## src/rtl/mem_arb_pkg.sv

```systemverilog
// Shared encodings for the fetch/data memory arbiter.
package mem_arb_pkg;

  localparam int unsigned ST_W     = 2;
  localparam int unsigned STARVE_W = 4;

  localparam logic [ST_W-1:0] ST_IDLE   = 2'd0;
  localparam logic [ST_W-1:0] ST_ACCESS = 2'd1;
  localparam logic [ST_W-1:0] ST_RESP   = 2'd2;

  localparam logic OWN_FETCH = 1'b0;
  localparam logic OWN_DATA  = 1'b1;

endpackage

```

## src/rtl/mem_arb_grant.sv

```systemverilog
// Grant decision between fetch and data, with a starvation counter that
// forces a fetch grant after STARVE_MAX consecutive data wins.
module mem_arb_grant
  import mem_arb_pkg::*;
#(
  parameter int unsigned STARVE_MAX = 4
) (
  input  logic clk,
  input  logic rst,
  input  logic if_req,
  input  logic d_req,
  input  logic grant_en,
  output logic grant_valid,
  output logic grant_owner
);

  logic [STARVE_W-1:0] starve_cnt;
  logic                starved;

  always_comb begin
    starved     = (starve_cnt == STARVE_W'(STARVE_MAX));
    grant_valid = grant_en & (if_req | d_req);
    grant_owner = (d_req && !(if_req && starved)) ? OWN_DATA : OWN_FETCH;
  end

  // Counts data wins while fetch waits; any fetch grant clears it.
  always_ff @(posedge clk or posedge rst) begin
    if (rst) begin
      starve_cnt <= '0;
    end else if (grant_valid) begin
      if (grant_owner == OWN_FETCH) begin
        starve_cnt <= '0;
      end else if (if_req && !starved) begin
        starve_cnt <= starve_cnt + STARVE_W'(1);
      end
    end
  end

endmodule

```

## src/rtl/mem_arbiter.sv

```systemverilog
// Shares one single-port memory between instruction fetch and data ports,
// one access at a time: IDLE (arbitrate) -> ACCESS (wait mem_ready) -> RESP (ack).
module mem_arbiter
  import mem_arb_pkg::*;
#(
  parameter int unsigned ADDR_W     = 16,
  parameter int unsigned DATA_W     = 16,
  parameter int unsigned STARVE_MAX = 4
) (
  input  logic              clk,
  input  logic              rst,
  input  logic              if_req,
  input  logic [ADDR_W-1:0] if_addr,
  output logic [DATA_W-1:0] if_rdata,
  output logic              if_ack,
  input  logic              d_req,
  input  logic              d_we,
  input  logic [ADDR_W-1:0] d_addr,
  input  logic [DATA_W-1:0] d_wdata,
  output logic [DATA_W-1:0] d_rdata,
  output logic              d_ack,
  output logic              mem_en,
  output logic              mem_we,
  output logic [ADDR_W-1:0] mem_addr,
  output logic [DATA_W-1:0] mem_wdata,
  input  logic [DATA_W-1:0] mem_rdata,
  input  logic              mem_ready,
  output logic              busy,
  output logic              owner
);

  logic [ST_W-1:0]   state, state_d;
  logic              owner_d;
  logic              mem_en_d, mem_we_d;
  logic [ADDR_W-1:0] mem_addr_d;
  logic [DATA_W-1:0] mem_wdata_d;
  logic              if_ack_d, d_ack_d, busy_d;
  logic [DATA_W-1:0] if_rdata_d, d_rdata_d;
  logic              grant_en, grant_valid, grant_owner;

  mem_arb_grant #(
    .STARVE_MAX (STARVE_MAX)
  ) u_grant (
    .clk         (clk),
    .rst         (rst),
    .if_req      (if_req),
    .d_req       (d_req),
    .grant_en    (grant_en),
    .grant_valid (grant_valid),
    .grant_owner (grant_owner)
  );

  // The mem_* registers double as the latched request; they hold through ACCESS.
  always_comb begin
    state_d     = state;
    owner_d     = owner;
    mem_en_d    = 1'b0;
    mem_we_d    = 1'b0;
    mem_addr_d  = '0;
    mem_wdata_d = '0;
    if_ack_d    = 1'b0;
    d_ack_d     = 1'b0;
    if_rdata_d  = if_rdata;
    d_rdata_d   = d_rdata;
    grant_en    = 1'b0;
    case (state)
      ST_IDLE: begin
        grant_en = 1'b1;
        if (grant_valid) begin
          state_d  = ST_ACCESS;
          owner_d  = grant_owner;
          mem_en_d = 1'b1;
          if (grant_owner == OWN_DATA) begin
            mem_we_d    = d_we;
            mem_addr_d  = d_addr;
            mem_wdata_d = d_wdata;
          end else begin
            mem_addr_d  = if_addr;
          end
        end
      end
      ST_ACCESS: begin
        if (mem_ready) begin
          state_d = ST_RESP;
          if (owner == OWN_DATA) begin
            d_ack_d = 1'b1;
            if (!mem_we) d_rdata_d = mem_rdata;
          end else begin
            if_ack_d   = 1'b1;
            if_rdata_d = mem_rdata;
          end
        end else begin
          mem_en_d    = 1'b1;
          mem_we_d    = mem_we;
          mem_addr_d  = mem_addr;
          mem_wdata_d = mem_wdata;
        end
      end
      ST_RESP: state_d = ST_IDLE;
      default: state_d = ST_IDLE;
    endcase
    busy_d = (state_d != ST_IDLE);
  end

  always_ff @(posedge clk or posedge rst) begin
    if (rst) begin
      state     <= ST_IDLE;
      owner     <= OWN_FETCH;
      mem_en    <= 1'b0;
      mem_we    <= 1'b0;
      mem_addr  <= '0;
      mem_wdata <= '0;
      if_ack    <= 1'b0;
      d_ack     <= 1'b0;
      if_rdata  <= '0;
      d_rdata   <= '0;
      busy      <= 1'b0;
    end else begin
      state     <= state_d;
      owner     <= owner_d;
      mem_en    <= mem_en_d;
      mem_we    <= mem_we_d;
      mem_addr  <= mem_addr_d;
      mem_wdata <= mem_wdata_d;
      if_ack    <= if_ack_d;
      d_ack     <= d_ack_d;
      if_rdata  <= if_rdata_d;
      d_rdata   <= d_rdata_d;
      busy      <= busy_d;
    end
  end

endmodule

```

## config.mk

```make
export PLATFORM = sky130hd
export DESIGN_NAME = mem_arbiter
export DESIGN_NICKNAME = d
export VERILOG_FILES = /design/src/rtl/mem_arb_pkg.sv /design/src/rtl/mem_arb_grant.sv /design/src/rtl/mem_arbiter.sv
export SDC_FILE = /design/constraint.sdc
export NUM_CORES = 1
export LEC_CHECK = 0
export ABC_AREA = 0
export BUFFER_PORTS_ARGS = -buffer_cell sky130_fd_sc_hd__buf_2
export CORE_MARGIN = 3
export CORE_UTILIZATION = 43
export DETAILED_ROUTE_END_ITERATION = 10
export GPL_TIMING_DRIVEN = 0
export HOLD_SLACK_MARGIN = 0.02
export PLACE_DENSITY_LB_ADDON = 0.15
export RECOVER_POWER = 100
export SLEW_MARGIN = 15
export SYNTH_ARGS = -nofsm -noshare
export SYNTH_HDL_FRONTEND = slang
export SYNTH_SLANG_ARGS = --single-unit
```

## constraint.sdc

```tcl
create_clock -name clk -period 2.3 [get_ports clk]
set_clock_uncertainty 0.2 [all_clocks]
set_input_delay 0 -clock clk [delete_from_list [all_inputs] [get_ports clk]]
set_output_delay 0 -clock clk [all_outputs]
set_load 0.05 [all_outputs]
```

# Yosys cells after proc, flatten, opt, wreduce, memory -nomap -nowiden

Index checks and enable logic that the tools add are counted.

$add $sub $neg: 1
Equal/unequal tests: 4
Multiplexer cells: 27
Bitwise logic cells: 4
Reduce and logical (&&, ||, !) cells: 11

Operators by type and width:

| operator                                                         | count |
|---|---|
| 16-bit 2-to-1 mux                                                | 5 |
| 16-bit one-hot mux with 2 select lines                           | 2 |
| 1-bit 2-to-1 mux                                                 | 13 |
| 4-bit 2-to-1 mux                                                 | 2 |
| 4-bit by 1-bit adder with 4-bit output (second input constant)   | 1 |
| 4-bit by 3-bit == test with 1-bit output (second input constant) | 1 |
| 2-bit 2-to-1 mux                                                 | 2 |
| 1-bit one-hot mux with 2 select lines                            | 2 |
| 2-bit one-hot mux with 2 select lines                            | 1 |
| 2-bit AND reduction                                              | 2 |
| 4-bit AND reduction                                              | 1 |
| 1-bit logical AND                                                | 3 |
| 3-bit AND reduction                                              | 1 |
| 2-bit by 1-bit == test with 1-bit output (second input constant) | 1 |
| 1-bit logical NOT                                                | 2 |
| 2-bit logical NOT                                                | 1 |
| 2-bit by 1-bit != test with 1-bit output (second input constant) | 1 |
| 2-bit != test (second input constant)                            | 1 |
| 1-bit NOT                                                        | 2 |
| 2-bit nonzero test                                               | 1 |
| 1-bit bitwise AND                                                | 1 |
| 1-bit OR                                                         | 1 |

Register bits: 76
Input port bits: 70
Output and inout bits: 70
Logic and storage cells: 59

# Logic depth before layout (Yosys ltp)

Gate-level depths: netlist (run 1).

Word-level depth: 8
Depth in mapped cells: 7
Gate-level depth less buffers: 5

# Hierarchy

From an unflattened synthesis (run 1), not the netlist that was laid out.

Cell total of the unflattened synthesis: 225
Area, all modules: 3149.3 um^2

Modules (own cells, without submodules):

| module        | times used | cells an instance | area an instance (um^2) | seq. area each (um^2) |
|---|---|---|---|---|
| mem_arbiter   | 1          | 196               | 2881.5                  | 1801.7 |
| mem_arb_grant | 1          | 29                | 267.8                   | 100.1 |

# Worst setup path after synthesis (run 1)

No wires, ideal clock.

Path type: register to register
Start point: register owner
End point: register d_rdata[0]
Setup time: 0.125 ns
Arrival: 1.460 ns
Data required time: 1.975 ns
Slack: 0.515 ns
Stages on the path, launching flop included: 5
Buffers on the path: 2
Period minus slack after synthesis: 1.785 ns
Cells stage by stage: dfrtp_1 > and4b_1 > buf_6 > buf_12 > mux2_4

Word-level cells in the longest chain between the ends: 1

Ends and longest elaborated chain:

| element                       | RTL line           | text |
|---|---|---|
| from (decl)                   | mem_arbiter.sv:29  | `output logic owner` |
| from (signal assigned)        | mem_arbiter.sv:120 | `owner <= owner_d;` |
| 4-bit AND reduction (no line) | -                  |  |
| to (signal assigned)          | mem_arbiter.sv:128 | `d_rdata <= d_rdata_d;` |
| to (decl)                     | mem_arbiter.sv:20  | `output logic [DATA_W-1:0] d_rdata,` |

No other way between the ends.
A chain may end at the register's enable or synchronous reset.

# Worst setup path in the final report (run 1)

Start point: register u_grant.starve_cnt[0]
End point: register mem_addr[8]

Word-level cells in the longest chain between the ends: 8

Ends and longest elaborated chain:

| element                                  | RTL line            | text |
|---|---|---|
| from (decl)                              | mem_arb_grant.sv:17 | `logic [STARVE_W-1:0] starve_cnt;` |
| from (signal assigned)                   | mem_arb_grant.sv:34 | `starve_cnt <= starve_cnt + STARVE_W'(1);` |
| 4-bit by 3-bit == test with 1-bit output | mem_arb_grant.sv:21 | `starved = (starve_cnt == STARVE_W'(STARVE_MAX));` |
| 1-bit logical AND                        | mem_arb_grant.sv:23 | `grant_owner = (d_req && !(if_req && starved)) ? OWN_DATA : OWN_FETCH;` |
| 1-bit logical NOT                        | mem_arb_grant.sv:23 |  |
| 1-bit logical AND                        | mem_arb_grant.sv:23 |  |
| 1-bit 2-to-1 mux                         | mem_arb_grant.sv:23 |  |
| 16-bit 2-to-1 mux                        | mem_arbiter.sv:73   | `if (grant_owner == OWN_DATA) begin` |
| 16-bit 2-to-1 mux                        | mem_arbiter.sv:69   | `if (grant_valid) begin` |
| 16-bit one-hot mux with 2 select lines   | mem_arbiter.sv:66   | `case (state)` |
| to (signal assigned)                     | mem_arbiter.sv:123  | `mem_addr <= mem_addr_d;` |
| to (decl)                                | mem_arbiter.sv:24   | `output logic [ADDR_W-1:0] mem_addr,` |

No other way between the ends.

==> impl_metrics.xml, run 1 <==
<?xml version="1.0" encoding="UTF-8"?>
<metrics>
  <group name="status">
    <metric name="result_of_the_run" unit="">finished clean</metric>
  </group>
  <group name="drt">
    <metric name="detail_route.iter0.violations" unit="">64</metric>
    <metric name="drt_pass_1_iters" unit="">4</metric>
    <metric name="vias" unit="">2801</metric>
    <metric name="drc" unit="">0</metric>
    <metric name="detail_routed_net_length_per_standard_cell" unit="um">15.3</metric>
    <metric name="sum_of_routed_wire_length_over_all_layers" unit="um">8690</metric>
    <metric name="drt.antenna.violating_nets" unit="">0</metric>
    <metric name="avgViaCountPerCell" unit="">4.94</metric>
  </group>
  <group name="pwr">
    <metric name="cellLeakagePower" unit="nW">2.23</metric>
    <metric name="fin_total_pwr" unit="mW">6.83</metric>
    <metric name="worst_ir_drop_vdd" unit="mV">0.676</metric>
    <metric name="power.density_cell_area" unit="mW/mm2">1410</metric>
  </group>
  <group name="placed_design">
    <metric name="port_buffers" unit="">139</metric>
    <metric name="place.detailed.hpwl" unit="um">5430</metric>
    <metric name="place.gp.congestion" unit="">0.739</metric>
    <metric name="preCtsSetupSlack" unit="ns">0.348</metric>
  </group>
  <group name="logic_synthesis">
    <metric name="syn_inst" unit="">245</metric>
    <metric name="synth_enable_flop_cells" unit="">0</metric>
    <metric name="synth_nets" unit="">317</metric>
    <metric name="synth-async-reset-ratio" unit="">1.00</metric>
    <metric name="synth.top_cell.area_share" unit="">0.589</metric>
    <metric name="synthesis.area_per_instance" unit="um2">13.2</metric>
    <metric name="ys_types" unit="">32</metric>
    <metric name="leading_cell_types_by_total_area_after_synthesis" unit="">sky130_fd_sc_hd__dfrtp_1 59%, sky130_fd_sc_hd__mux2_4 8.8%, sky130_fd_sc_hd__a22o_1 4.6%, sky130_fd_sc_hd__mux2_2 4.5%, sky130_fd_sc_hd__nand4_1 3.5%</metric>
    <metric name="synth_seq_cells" unit="">76</metric>
    <metric name="synth_area_leader_cell" unit="">sky130_fd_sc_hd__dfrtp_1</metric>
    <metric name="yosysSeqAreaShare" unit="">0.589</metric>
    <metric name="mappedNetlistArea" unit="mm2">0.00323</metric>
    <metric name="synth-warning-count" unit="">0</metric>
    <metric name="ys_dominant_reg_cell" unit="">sky130_fd_sc_hd__dfrtp_1</metric>
  </group>
  <group name="die">
    <metric name="chip_height" unit="um">92.7</metric>
    <metric name="floorplan.die.width" unit="um">92.7</metric>
    <metric name="core_region_area" unit="mm2">0.00702</metric>
    <metric name="die_area" unit="mm2">0.00859</metric>
    <metric name="placement_rows" unit="">30</metric>
    <metric name="boundaryPins" unit="">140</metric>
    <metric name="starting_density_of_the_core" unit="">0.460</metric>
  </group>
  <group name="cts">
    <metric name="post_cts_resize_count" unit="">0</metric>
    <metric name="cts_hold_repair.buffers" unit="">70</metric>
    <metric name="clock_tree_from_tritoncts" unit="">done</metric>
    <metric name="cts_made_buffers" unit="">9</metric>
    <metric name="h_tree_depth" unit="">3</metric>
    <metric name="clockBufferDepth" unit="">2</metric>
    <metric name="numClockSinks" unit="">76</metric>
    <metric name="path_clk_slew" unit="ns">0.08</metric>
    <metric name="ctsRootBufferMaster" unit="">sky130_fd_sc_hd__clkbuf_8</metric>
    <metric name="cts_setup_buffers" unit="">0</metric>
    <metric name="clk_latency" unit="ns">0.34</metric>
  </group>
  <group name="run">
    <metric name="max-cap-violations" unit="">0</metric>
  </group>
  <group name="hold_path">
    <metric name="min_path_type" unit="">input pin to flop</metric>
  </group>
  <group name="worst_setup_path">
    <metric name="timing.critical_path.arrival" unit="ns">2.11</metric>
    <metric name="critPathLaunchType" unit="">flop</metric>
    <metric name="worst_setup_path_end_kind" unit="">flop</metric>
    <metric name="cp_max_fo" unit="">10</metric>
    <metric name="path_class" unit="">flop to flop</metric>
    <metric name="worst-endpoint-required" unit="ns">2.32</metric>
  </group>
  <group name="final_layout">
    <metric name="multi_input_comb_area" unit="mm2">0.00104</metric>
    <metric name="drive_gt1_frac" unit="">0.238</metric>
    <metric name="filler_cell_count" unit="">581</metric>
    <metric name="most_frequent_cells_in_the_layout" unit="">82 x sky130_fd_sc_hd__clkbuf_1, 76 x sky130_fd_sc_hd__dfrtp_1, 70 x sky130_fd_sc_hd__buf_2, 70 x sky130_fd_sc_hd__dlygate4sd3_1, 22 x sky130_fd_sc_hd__inv_1</metric>
    <metric name="seqCellArea" unit="mm2">0.00190</metric>
    <metric name="fin_nets" unit="">538</metric>
    <metric name="count_of_antenna_diodes_in_the_layout" unit="">0</metric>
    <metric name="flow.area_growth_from_synthesis" unit="%">50.0</metric>
    <metric name="final_common_cell" unit="">sky130_fd_sc_hd__clkbuf_1</metric>
  </group>
  <group name="global_routing">
    <metric name="antenna_found_initial" unit="">0</metric>
    <metric name="first_global_vias" unit="">2884</metric>
    <metric name="grt_max_degree" unit="">49</metric>
    <metric name="first_pass_grt_wire_length" unit="um">14200</metric>
    <metric name="grt_util_all_layers" unit="">0.211</metric>
    <metric name="grt_overflow_total" unit="">0</metric>
  </group>
  <group name="timing">
    <metric name="final_clock_period_utilization_by_the_worst_path" unit="">0.908</metric>
    <metric name="totalNegativeSetupSlack" unit="ns">0</metric>
    <metric name="setup_viol" unit="">0</metric>
    <metric name="fin_crit" unit="ns">2.09</metric>
    <metric name="worst_slack" unit="ns">0.211</metric>
    <metric name="timing.slew.headroom" unit="">0.571</metric>
    <metric name="highest_clock_rate" unit="MHz">479</metric>
    <metric name="hold_viol" unit="">0</metric>
    <metric name="timing_worst_slew_pin_value" unit="ns">0.646</metric>
    <metric name="maxSlewViolCount" unit="">0</metric>
    <metric name="rsz0062_at_grt" unit="">false</metric>
  </group>
</metrics>
==> logic make-up (layout without fill, tap and decap cells) <==
logic type      count (synthesis)  count (layout)  synth area share
flops                          76              76             0.589
compound gates                 41              41             0.108
simple gates                   53              53            0.0953
mux                            32              32             0.134
buf+inv                        41             267            0.0662
fa+ha+maj                       2               2           0.00774
==> stage by stage <==
step                      instance area [um2]  utilization  instances  hold slack [ns]
after detailed placement                 4080        0.581        481           -0.183
after CTS                                5020        0.715        567            0.187
after global routing                     4850        0.690        567            0.197
final                                    4850        0.690        567            0.216
after floorplan                          3230            -        245          -0.0714
after global placement                   4050        0.576        480           0.0235
==> path summary, 6_finish.rpt <==
kind,start,end,slack [ns],cells past startpoint
max,u_grant.starve_cnt[0],mem_addr[8],0.21,7
min,d_wdata[12],mem_wdata[12],0.22,3
max reg2reg,u_grant.starve_cnt[0],mem_addr[8],0.21,7
min reg2reg,d_rdata[3],d_rdata[3],0.29,1
max in group asynchronous,rst,d_rdata[10],0.76,5
min in group asynchronous,rst,if_rdata[6],0.57,4
==> cell type report <==
class / count / share of cell area
Sequential cell: 76 / 0.392
Timing Repair Buffer: 210 / 0.276
Multi-Input combinational cell: 128 / 0.215
Clock buffer: 10 / 0.0263
Tap cell: 96 / 0.0248
Buffer: 18 / 0.0245
Clock inverter: 6 / 0.0230
Inverter: 23 / 0.0183
==> worst max-delay path, cell delays in order, from the launching register on <==
cell	delay, ns
sky130_fd_sc_hd__dfrtp_1	0.43
sky130_fd_sc_hd__inv_1	0.07
sky130_fd_sc_hd__ha_1	0.14
sky130_fd_sc_hd__nand4b_1	0.17
sky130_fd_sc_hd__and2_0	0.20
sky130_fd_sc_hd__clkbuf_1	0.17
sky130_fd_sc_hd__clkbuf_2	0.23
sky130_fd_sc_hd__o311ai_0	0.35
==> flip-flops by register name, indices dropped and copies added (netlist names), 2 cells and up <==
register / cells
if_rdata: 16
mem_wdata: 16
mem_addr: 16
d_rdata: 16
state: 2
u_grant.starve_cnt: 4
==> routing by layer <==
layer,track usage,wire (um),up-vias
li1,-,-,1330
met5,0,0,-
met2,0.339,4240,125
met1,0.273,3660,1329
met4,0.0879,159,0
met3,0.0536,639,17
==> cell usage after synthesis (2+ instances only) <==
cell type                  number
sky130_fd_sc_hd__dfrtp_1       76
sky130_fd_sc_hd__inv_1         23
sky130_fd_sc_hd__mux2_4        19
sky130_fd_sc_hd__nand2_1       19
sky130_fd_sc_hd__nand4_1       18
sky130_fd_sc_hd__a22o_1        17
sky130_fd_sc_hd__mux2_2        13
sky130_fd_sc_hd__clkbuf_1       9
sky130_fd_sc_hd__o311ai_1       8
sky130_fd_sc_hd__o311ai_0       6
sky130_fd_sc_hd__buf_2          4
sky130_fd_sc_hd__o21ai_0        4
sky130_fd_sc_hd__buf_6          3
sky130_fd_sc_hd__a31oi_1        2
sky130_fd_sc_hd__and3_1         2
sky130_fd_sc_hd__buf_12         2
sky130_fd_sc_hd__ha_1           2
sky130_fd_sc_hd__nand2b_1       2
sky130_fd_sc_hd__nand3_1        2
sky130_fd_sc_hd__o311ai_2       2
==> where the power goes <==
group	internal (mW)	leakage, nW	switching, mW	total (mW)
clock	0.723	0.117	0.491	1.21
combinational	0.836	1.15	2.60	3.44
sequential	1.87	0.959	0.302	2.17
Power figures use the tool's default switching activity.
==> run 2: changes to the inputs <==
--- a/config.mk
+++ b/config.mk
@@ -14,6 +14,7 @@
 export HOLD_SLACK_MARGIN = 0.02
 export PLACE_DENSITY_LB_ADDON = 0.15
 export RECOVER_POWER = 100
+export REMOVE_ABC_BUFFERS = 1
 export SLEW_MARGIN = 15
 export SYNTH_ARGS = -nofsm -noshare
 export SYNTH_HDL_FRONTEND = slang
==> constraint.sdc (replaced) <==
create_clock -name clk -period 2.1 [get_ports clk]
set_clock_uncertainty 0.2 [all_clocks]
set_input_delay 0 -clock clk [delete_from_list [all_inputs] [get_ports clk]]
set_output_delay 0 -clock clk [all_outputs]
set_load 0.05 [all_outputs]
==> run 2 against run 1 <==
  * Total power is 9.1% higher
  * Combinational power is 8.4% higher
  * Sequential cell count stayed put
  * Design area is 1.3% lower
  * Wire length is 1.5% higher
==> impl_metrics.xml, run 2 (synthesis gave the netlist of run 1 again) <==
<?xml version="1.0" encoding="UTF-8"?>
<metrics>
  <group name="status">
    <metric name="result_of_the_run" unit="">finished clean</metric>
  </group>
  <group name="timing">
    <metric name="fin_crit" unit="ns">1.96</metric>
    <metric name="whs" unit="ns">0.216</metric>
    <metric name="hold_viol" unit="">0</metric>
    <metric name="highest_clock_rate" unit="MHz">510</metric>
    <metric name="maxSlewViolCount" unit="">0</metric>
    <metric name="rsz0062_at_grt" unit="">false</metric>
    <metric name="final_clock_period_utilization_by_the_worst_path" unit="">0.934</metric>
    <metric name="worst_slack" unit="ns">0.138</metric>
    <metric name="timing.slew.headroom" unit="">0.485</metric>
    <metric name="timing_worst_slew_pin_value" unit="ns">0.771</metric>
    <metric name="setup_viol" unit="">0</metric>
  </group>
  <group name="die">
    <metric name="placement_rows" unit="">30</metric>
    <metric name="starting_density_of_the_core" unit="">0.460</metric>
    <metric name="floorplan.die.width" unit="um">92.7</metric>
    <metric name="chip_height" unit="um">92.7</metric>
    <metric name="boundaryPins" unit="">140</metric>
    <metric name="core_region_area" unit="mm2">0.00702</metric>
    <metric name="die_area" unit="mm2">0.00859</metric>
  </group>
  <group name="global_routing">
    <metric name="antenna_found_initial" unit="">0</metric>
    <metric name="first_global_vias" unit="">2873</metric>
    <metric name="grt_overflow_total" unit="">0</metric>
    <metric name="first_pass_grt_wire_length" unit="um">14600</metric>
    <metric name="grt_max_degree" unit="">51</metric>
    <metric name="grt_util_all_layers" unit="">0.213</metric>
  </group>
  <group name="drt">
    <metric name="vias" unit="">2837</metric>
    <metric name="detail_routed_net_length_per_standard_cell" unit="um">15.9</metric>
    <metric name="detail_route.iter0.violations" unit="">107</metric>
    <metric name="drc" unit="">0</metric>
    <metric name="avgViaCountPerCell" unit="">5.12</metric>
    <metric name="sum_of_routed_wire_length_over_all_layers" unit="um">8820</metric>
    <metric name="drt.antenna.violating_nets" unit="">0</metric>
    <metric name="drt_pass_1_iters" unit="">4</metric>
  </group>
  <group name="pwr">
    <metric name="worst_ir_drop_vdd" unit="mV">0.622</metric>
    <metric name="cellLeakagePower" unit="nW">2.19</metric>
    <metric name="power.density_cell_area" unit="mW/mm2">1560</metric>
  </group>
  <group name="placed_design">
    <metric name="place.gp.congestion" unit="">0.788</metric>
    <metric name="place.detailed.hpwl" unit="um">5290</metric>
    <metric name="port_buffers" unit="">139</metric>
    <metric name="preCtsSetupSlack" unit="ns">-0.929</metric>
  </group>
  <group name="worst_setup_path">
    <metric name="critical_path.reg2reg.endpoint" unit="">u_grant.starve_cnt[2]</metric>
    <metric name="cpLargestDelayFamily" unit="">simple AND/OR/NAND/NOR gates</metric>
    <metric name="worst-endpoint-required" unit="ns">2.12</metric>
    <metric name="cpPeakStageDelay" unit="ns">0.50</metric>
    <metric name="cp_max_fo" unit="">11</metric>
    <metric name="timing.critical_path.arrival" unit="ns">1.98</metric>
    <metric name="worst_setup_path_endpoint" unit="">u_grant.starve_cnt[2]</metric>
    <metric name="cell_with_the_largest_stage_delay_on_the_worst_path" unit="">sky130_fd_sc_hd__nand4b_1</metric>
    <metric name="startpoint" unit="">u_grant.starve_cnt[0]</metric>
    <metric name="worstPathCellList" unit="">inv_1 &gt; ha_1 &gt; nand4b_1 &gt; a31oi_1 &gt; o21ai_0</metric>
    <metric name="worstRegToRegCells" unit="">5</metric>
    <metric name="critPathLaunchType" unit="">flop</metric>
    <metric name="cp.depth" unit="">5</metric>
    <metric name="critPathBufInv" unit="">1</metric>
    <metric name="path_class" unit="">flop to flop</metric>
    <metric name="worst_setup_path_end_kind" unit="">flop</metric>
    <metric name="reg2reg_from" unit="">u_grant.starve_cnt[0]</metric>
    <metric name="regToRegSetupSlack" unit="ns">0.14</metric>
  </group>
  <group name="final_layout">
    <metric name="seqCellArea" unit="mm2">0.00190</metric>
    <metric name="fin_nets" unit="">526</metric>
    <metric name="drive_gt1_frac" unit="">0.251</metric>
    <metric name="flow.area_growth_from_synthesis" unit="%">48.0</metric>
    <metric name="final_common_cell" unit="">sky130_fd_sc_hd__dfrtp_1</metric>
    <metric name="most_frequent_cells_in_the_layout" unit="">76 x sky130_fd_sc_hd__dfrtp_1, 70 x sky130_fd_sc_hd__dlygate4sd3_1, 70 x sky130_fd_sc_hd__clkbuf_1</metric>
    <metric name="multi_input_comb_area" unit="mm2">0.00107</metric>
    <metric name="filler_cell_count" unit="">562</metric>
    <metric name="count_of_antenna_diodes_in_the_layout" unit="">0</metric>
  </group>
  <group name="cts">
    <metric name="cts_made_buffers" unit="">9</metric>
    <metric name="clockBufferDepth" unit="">2</metric>
    <metric name="numClockSinks" unit="">76</metric>
    <metric name="clock_tree_from_tritoncts" unit="">done</metric>
    <metric name="h_tree_depth" unit="">3</metric>
    <metric name="clk_latency" unit="ns">0.34</metric>
    <metric name="path_clk_slew" unit="ns">0.08</metric>
    <metric name="ctsRootBufferMaster" unit="">sky130_fd_sc_hd__clkbuf_8</metric>
  </group>
  <group name="hold_path">
    <metric name="worst_hold_startpoint" unit="">d_wdata[12]</metric>
    <metric name="min_path_type" unit="">input pin to flop</metric>
  </group>
  <group name="run">
    <metric name="max-cap-violations" unit="">0</metric>
  </group>
</metrics>
[run 2: per-stage QoR]
step	instances	total power [mW]	setup TNS [ns]	cell area [um2]	util
6_report	554	7.44	0	4780	0.681
5_1_grt	554	7.80	0	4780	0.681
4_1_cts	554	7.84	0	4960	0.706
3_5_place_dp	465	6.38	-30.10	3990	0.568
3_3_place_gp	462	6.28	-102.47	3920	0.558
2_1_floorplan	227	5.37	-7.27	3100	-
[run 2: worst min path at each step]
| stage | slack (ns) | to | cells past startpoint |
|---|---|---|---|
| after floorplan | -0.07 | state[1] | 1 |
| after CTS | 0.20 | mem_wdata[5] | 3 |
| after global routing | 0.22 | d_rdata[13] | 3 |
| after detailed placement | -0.19 | mem_wdata[9] | 2 |
| final | 0.22 | mem_wdata[12] | 3 |
| after global placement | 0.02 | mem_wdata[14] | 2 |
[run 2: layer usage]
metal	global-route usage	up-vias	share of wire
li1	-	1308	-
met1	0.290	1369	0.43
met2	0.329	141	0.47
met3	0.0626	19	0.083
met4	0.0720	0	0.022
met5	0	-	0
[run 2: where the power goes]
group          total (mW)  switching (mW)  leakage [nW]  internal, mW
registers            2.40           0.345         0.959          2.05
clock network        1.32           0.534         0.120         0.787
logic                3.73            2.84          1.11         0.883
[run 2: worst min-delay path: cells and delay by family]
family	cells	cell delay (ns)
buffers and inverters	2	0.61
AO/OA/AOI/OAI	1	0.11
[run 2: timing repair]
| item | 4_1_cts | 5_1_grt |
|---|---|---|
| gates resized for setup | 4 | 4 |
| hold endpoints to repair | 150 | 0 |
| hold buffers | 70 | 0 |
| buffers inserted | 3 | 0 |
| pin swaps | 1 | 0 |
| endpoints found under the setup margin | 70 | 24 |
| cloned | 1 | 0 |
[run 2: cell type report]
cell class	instances	share of cell area
Clock inverter	6	0.0236
Multi-Input combinational cell	129	0.223
Timing Repair Buffer	215	0.286
Clock buffer	9	0.0259
Tap cell	96	0.0251
Sequential cell	76	0.398
Inverter	23	0.0181
==> run 3: changes to the inputs <==
--- a/config.mk
+++ b/config.mk
@@ -10,9 +10,8 @@
 export CORE_MARGIN = 3
 export CORE_UTILIZATION = 43
 export DETAILED_ROUTE_END_ITERATION = 10
-export GPL_TIMING_DRIVEN = 0
 export HOLD_SLACK_MARGIN = 0.02
-export PLACE_DENSITY_LB_ADDON = 0.15
+export PLACE_DENSITY = 0.74
 export RECOVER_POWER = 100
 export REMOVE_ABC_BUFFERS = 1
 export SLEW_MARGIN = 15
==> run 3 against run 2 <==
  * Die area stayed put
  * Design area is 0.13% higher
  * Utilization is 0.089 points higher
  * Total power is 3.6% lower
  * Hold slack better by 0.0065 ns
  * Sequential power hardly changed
  * First-iteration DRC count is 3.7% lower
  * Register-to-register slack worse by 0.03 ns
  * Non-clock buffer count is 9 higher
  * Sequential share of layout area is 0.052 points lower
  * Critical path type unchanged
==> impl_metrics.xml, run 3 (synthesis gave the netlist of run 1 again) <==
<?xml version="1.0" encoding="UTF-8"?>
<metrics>
  <group name="hold_path">
    <metric name="worst_hold_startpoint" unit="">d_wdata[2]</metric>
    <metric name="min_path_type" unit="">input pin to flop</metric>
  </group>
  <group name="worst_setup_path">
    <metric name="worst-endpoint-required" unit="ns">2.09</metric>
    <metric name="cell_with_the_largest_stage_delay_on_the_worst_path" unit="">sky130_fd_sc_hd__o311ai_0</metric>
    <metric name="startpoint" unit="">u_grant.starve_cnt[0]</metric>
    <metric name="reg2reg_from" unit="">u_grant.starve_cnt[0]</metric>
    <metric name="path_class" unit="">flop to flop</metric>
    <metric name="cp_max_fo" unit="">16</metric>
    <metric name="worst_setup_path_end_kind" unit="">flop</metric>
    <metric name="critPathLaunchType" unit="">flop</metric>
    <metric name="critPathBufInv" unit="">2</metric>
    <metric name="worstPathCellList" unit="">inv_1 &gt; ha_1 &gt; nand4b_1 &gt; and2_0 &gt; buf_4 &gt; o311ai_0</metric>
    <metric name="timing.critical_path.arrival" unit="ns">1.98</metric>
    <metric name="cpPeakStageDelay" unit="ns">0.45</metric>
    <metric name="cpLargestDelayFamily" unit="">compound AO/OA/AOI/OAI gates</metric>
  </group>
  <group name="drt">
    <metric name="drt.antenna.violating_nets" unit="">0</metric>
    <metric name="drc" unit="">0</metric>
    <metric name="detail_routed_net_length_per_standard_cell" unit="um">16.9</metric>
    <metric name="routed.top_layer" unit="">met4</metric>
    <metric name="avgViaCountPerCell" unit="">5.21</metric>
    <metric name="detailroute.wirelength.met3" unit="um">984</metric>
    <metric name="sum_of_routed_wire_length_over_all_layers" unit="um">9520</metric>
    <metric name="wirelength_met1" unit="um">3910</metric>
    <metric name="drt_pass_1_iters" unit="">5</metric>
    <metric name="vias" unit="">2934</metric>
    <metric name="met2RoutedLength" unit="um">4430</metric>
    <metric name="detail_route.iter0.violations" unit="">103</metric>
  </group>
  <group name="final_layout">
    <metric name="final_common_cell" unit="">sky130_fd_sc_hd__dfrtp_1</metric>
    <metric name="count_of_antenna_diodes_in_the_layout" unit="">0</metric>
    <metric name="fin_util" unit="">0.682</metric>
    <metric name="drive_gt1_frac" unit="">0.255</metric>
    <metric name="most_frequent_cells_in_the_layout" unit="">76 x sky130_fd_sc_hd__dfrtp_1, 71 x sky130_fd_sc_hd__clkbuf_1, 70 x sky130_fd_sc_hd__dlygate4sd3_1</metric>
    <metric name="flow.area_growth_from_synthesis" unit="%">48.2</metric>
    <metric name="fin_nets" unit="">534</metric>
  </group>
  <group name="timing">
    <metric name="hold_viol" unit="">0</metric>
    <metric name="final_clock_period_utilization_by_the_worst_path" unit="">0.949</metric>
    <metric name="timing_worst_slew_pin_value" unit="ns">0.674</metric>
    <metric name="setup_viol" unit="">0</metric>
    <metric name="worst_slack" unit="ns">0.106</metric>
    <metric name="maxSlewViolCount" unit="">0</metric>
    <metric name="highest_clock_rate" unit="MHz">502</metric>
    <metric name="fin_crit" unit="ns">1.99</metric>
    <metric name="whs" unit="ns">0.222</metric>
    <metric name="timing.slew.headroom" unit="">0.548</metric>
    <metric name="rsz0062_at_grt" unit="">false</metric>
    <metric name="totalNegativeSetupSlack" unit="ns">0</metric>
  </group>
  <group name="cts">
    <metric name="cts_made_buffers" unit="">9</metric>
    <metric name="clock_tree_from_tritoncts" unit="">done</metric>
    <metric name="clockBufferDepth" unit="">2</metric>
    <metric name="clk_latency" unit="ns">0.33</metric>
    <metric name="path_clk_slew" unit="ns">0.08</metric>
    <metric name="ctsRootBufferMaster" unit="">sky130_fd_sc_hd__clkbuf_8</metric>
    <metric name="h_tree_depth" unit="">3</metric>
    <metric name="numClockSinks" unit="">76</metric>
  </group>
  <group name="placed_design">
    <metric name="place.detailed.hpwl" unit="um">5550</metric>
    <metric name="place.gp.congestion" unit="">0.805</metric>
    <metric name="port_buffers" unit="">139</metric>
    <metric name="preCtsSetupSlack" unit="ns">0.180</metric>
  </group>
  <group name="global_routing">
    <metric name="first_global_vias" unit="">3014</metric>
    <metric name="first_pass_grt_wire_length" unit="um">15500</metric>
    <metric name="grt_max_degree" unit="">39</metric>
    <metric name="grt_overflow_total" unit="">0</metric>
    <metric name="antenna_found_initial" unit="">0</metric>
    <metric name="grt_util_all_layers" unit="">0.230</metric>
  </group>
  <group name="pwr">
    <metric name="power.density_cell_area" unit="mW/mm2">1500</metric>
    <metric name="switching_power" unit="mW">3.78</metric>
    <metric name="switching_share" unit="">0.526</metric>
    <metric name="cellLeakagePower" unit="nW">2.19</metric>
    <metric name="worst_ir_drop_vdd" unit="mV">0.691</metric>
    <metric name="clock_network_fraction_of_total_power" unit="">0.135</metric>
    <metric name="sequentialPowerShare" unit="">0.335</metric>
    <metric name="fin_total_pwr" unit="mW">7.18</metric>
    <metric name="pwr-share-comb" unit="">0.530</metric>
    <metric name="power.internal" unit="mW">3.40</metric>
  </group>
  <group name="die">
    <metric name="core_region_area" unit="mm2">0.00702</metric>
    <metric name="floorplan.die.width" unit="um">92.7</metric>
    <metric name="starting_density_of_the_core" unit="">0.460</metric>
    <metric name="chip_height" unit="um">92.7</metric>
    <metric name="boundaryPins" unit="">140</metric>
    <metric name="placement_rows" unit="">30</metric>
    <metric name="die_area" unit="mm2">0.00859</metric>
  </group>
  <group name="status">
    <metric name="result_of_the_run" unit="">finished clean</metric>
  </group>
  <group name="run">
    <metric name="max-cap-violations" unit="">0</metric>
  </group>
</metrics>
run 3: cell types whose count changed in the layout (fill, tap and decap cells not counted), sizes merged:
cell,previous run,this run
buf,75,80
bufinv,3,0
clkbuf,79,84
clkinv,2,3
clkinvlp,0,4
inv,24,22
nand4b,2,1
run 3: per-layer routing:
layer | global-route usage | vias up
li1 | - | 1317
met1 | 0.304 | 1392
met2 | 0.365 | 206
met3 | 0.0609 | 19
met4 | 0.0818 | 0
met5 | 0 | -
run 3: path summary, 6_finish.rpt:
path                                    endpoint  slack [ns]  depth (start not counted)
setup reg to reg                    mem_addr[13]        0.11                          6
max in group asynchronous  u_grant.starve_cnt[2]        0.25                          5
min in group asynchronous          mem_wdata[15]        0.65                          4
hold / removal                      mem_wdata[2]        0.22                          3
setup / recovery                    mem_addr[13]        0.11                          6
hold reg to reg                      d_rdata[14]        0.29                          1
run 3: metrics by stage:
step / cells / cell area [um2]
detailed placement: 472 / 4040
CTS: 559 / 4920
global route: 563 / 4790
floorplan: 227 / 3100
global placement: 472 / 4040
finish: 563 / 4790
run 3: final cells by class:
| class | instances | area (um2) |
|---|---|---|
| clock inverters | 6 | 41.3 |
| repair buffers | 224 | 1460 |
| multi-input cells | 128 | 1050 |
| inverters | 23 | 87.6 |
| fillers | 525 | 2230 |
| flip-flops and latches | 76 | 1900 |
| well taps | 96 | 120 |
| clock buffers | 10 | 128 |
run 3: tightest hold or removal path, delay by kind of cell:
family,cells,cell delay (ns)
buffers and inverters,2,0.62
AO/OA/AOI/OAI,1,0.12
run 3: timing repair:
action	4_1_cts	5_1_grt
hold buffers	71	0
buffers inserted	0	5
gates resized for setup	0	1
endpoints found under the setup margin	0	2
endpoints found under the hold margin	152	0
run 3: power groups by stage:
stage / Sequential, mW / Combinational, mW / Clock (mW)
detailed placement: 2.41 / 4.00 / 0
global route: 2.48 / 3.97 / 1.06
global placement: 2.40 / 3.96 / 0
CTS: 2.40 / 4.11 / 0.990
floorplan: 4.34 / 1.03 / 0
finish: 2.41 / 3.81 / 0.966
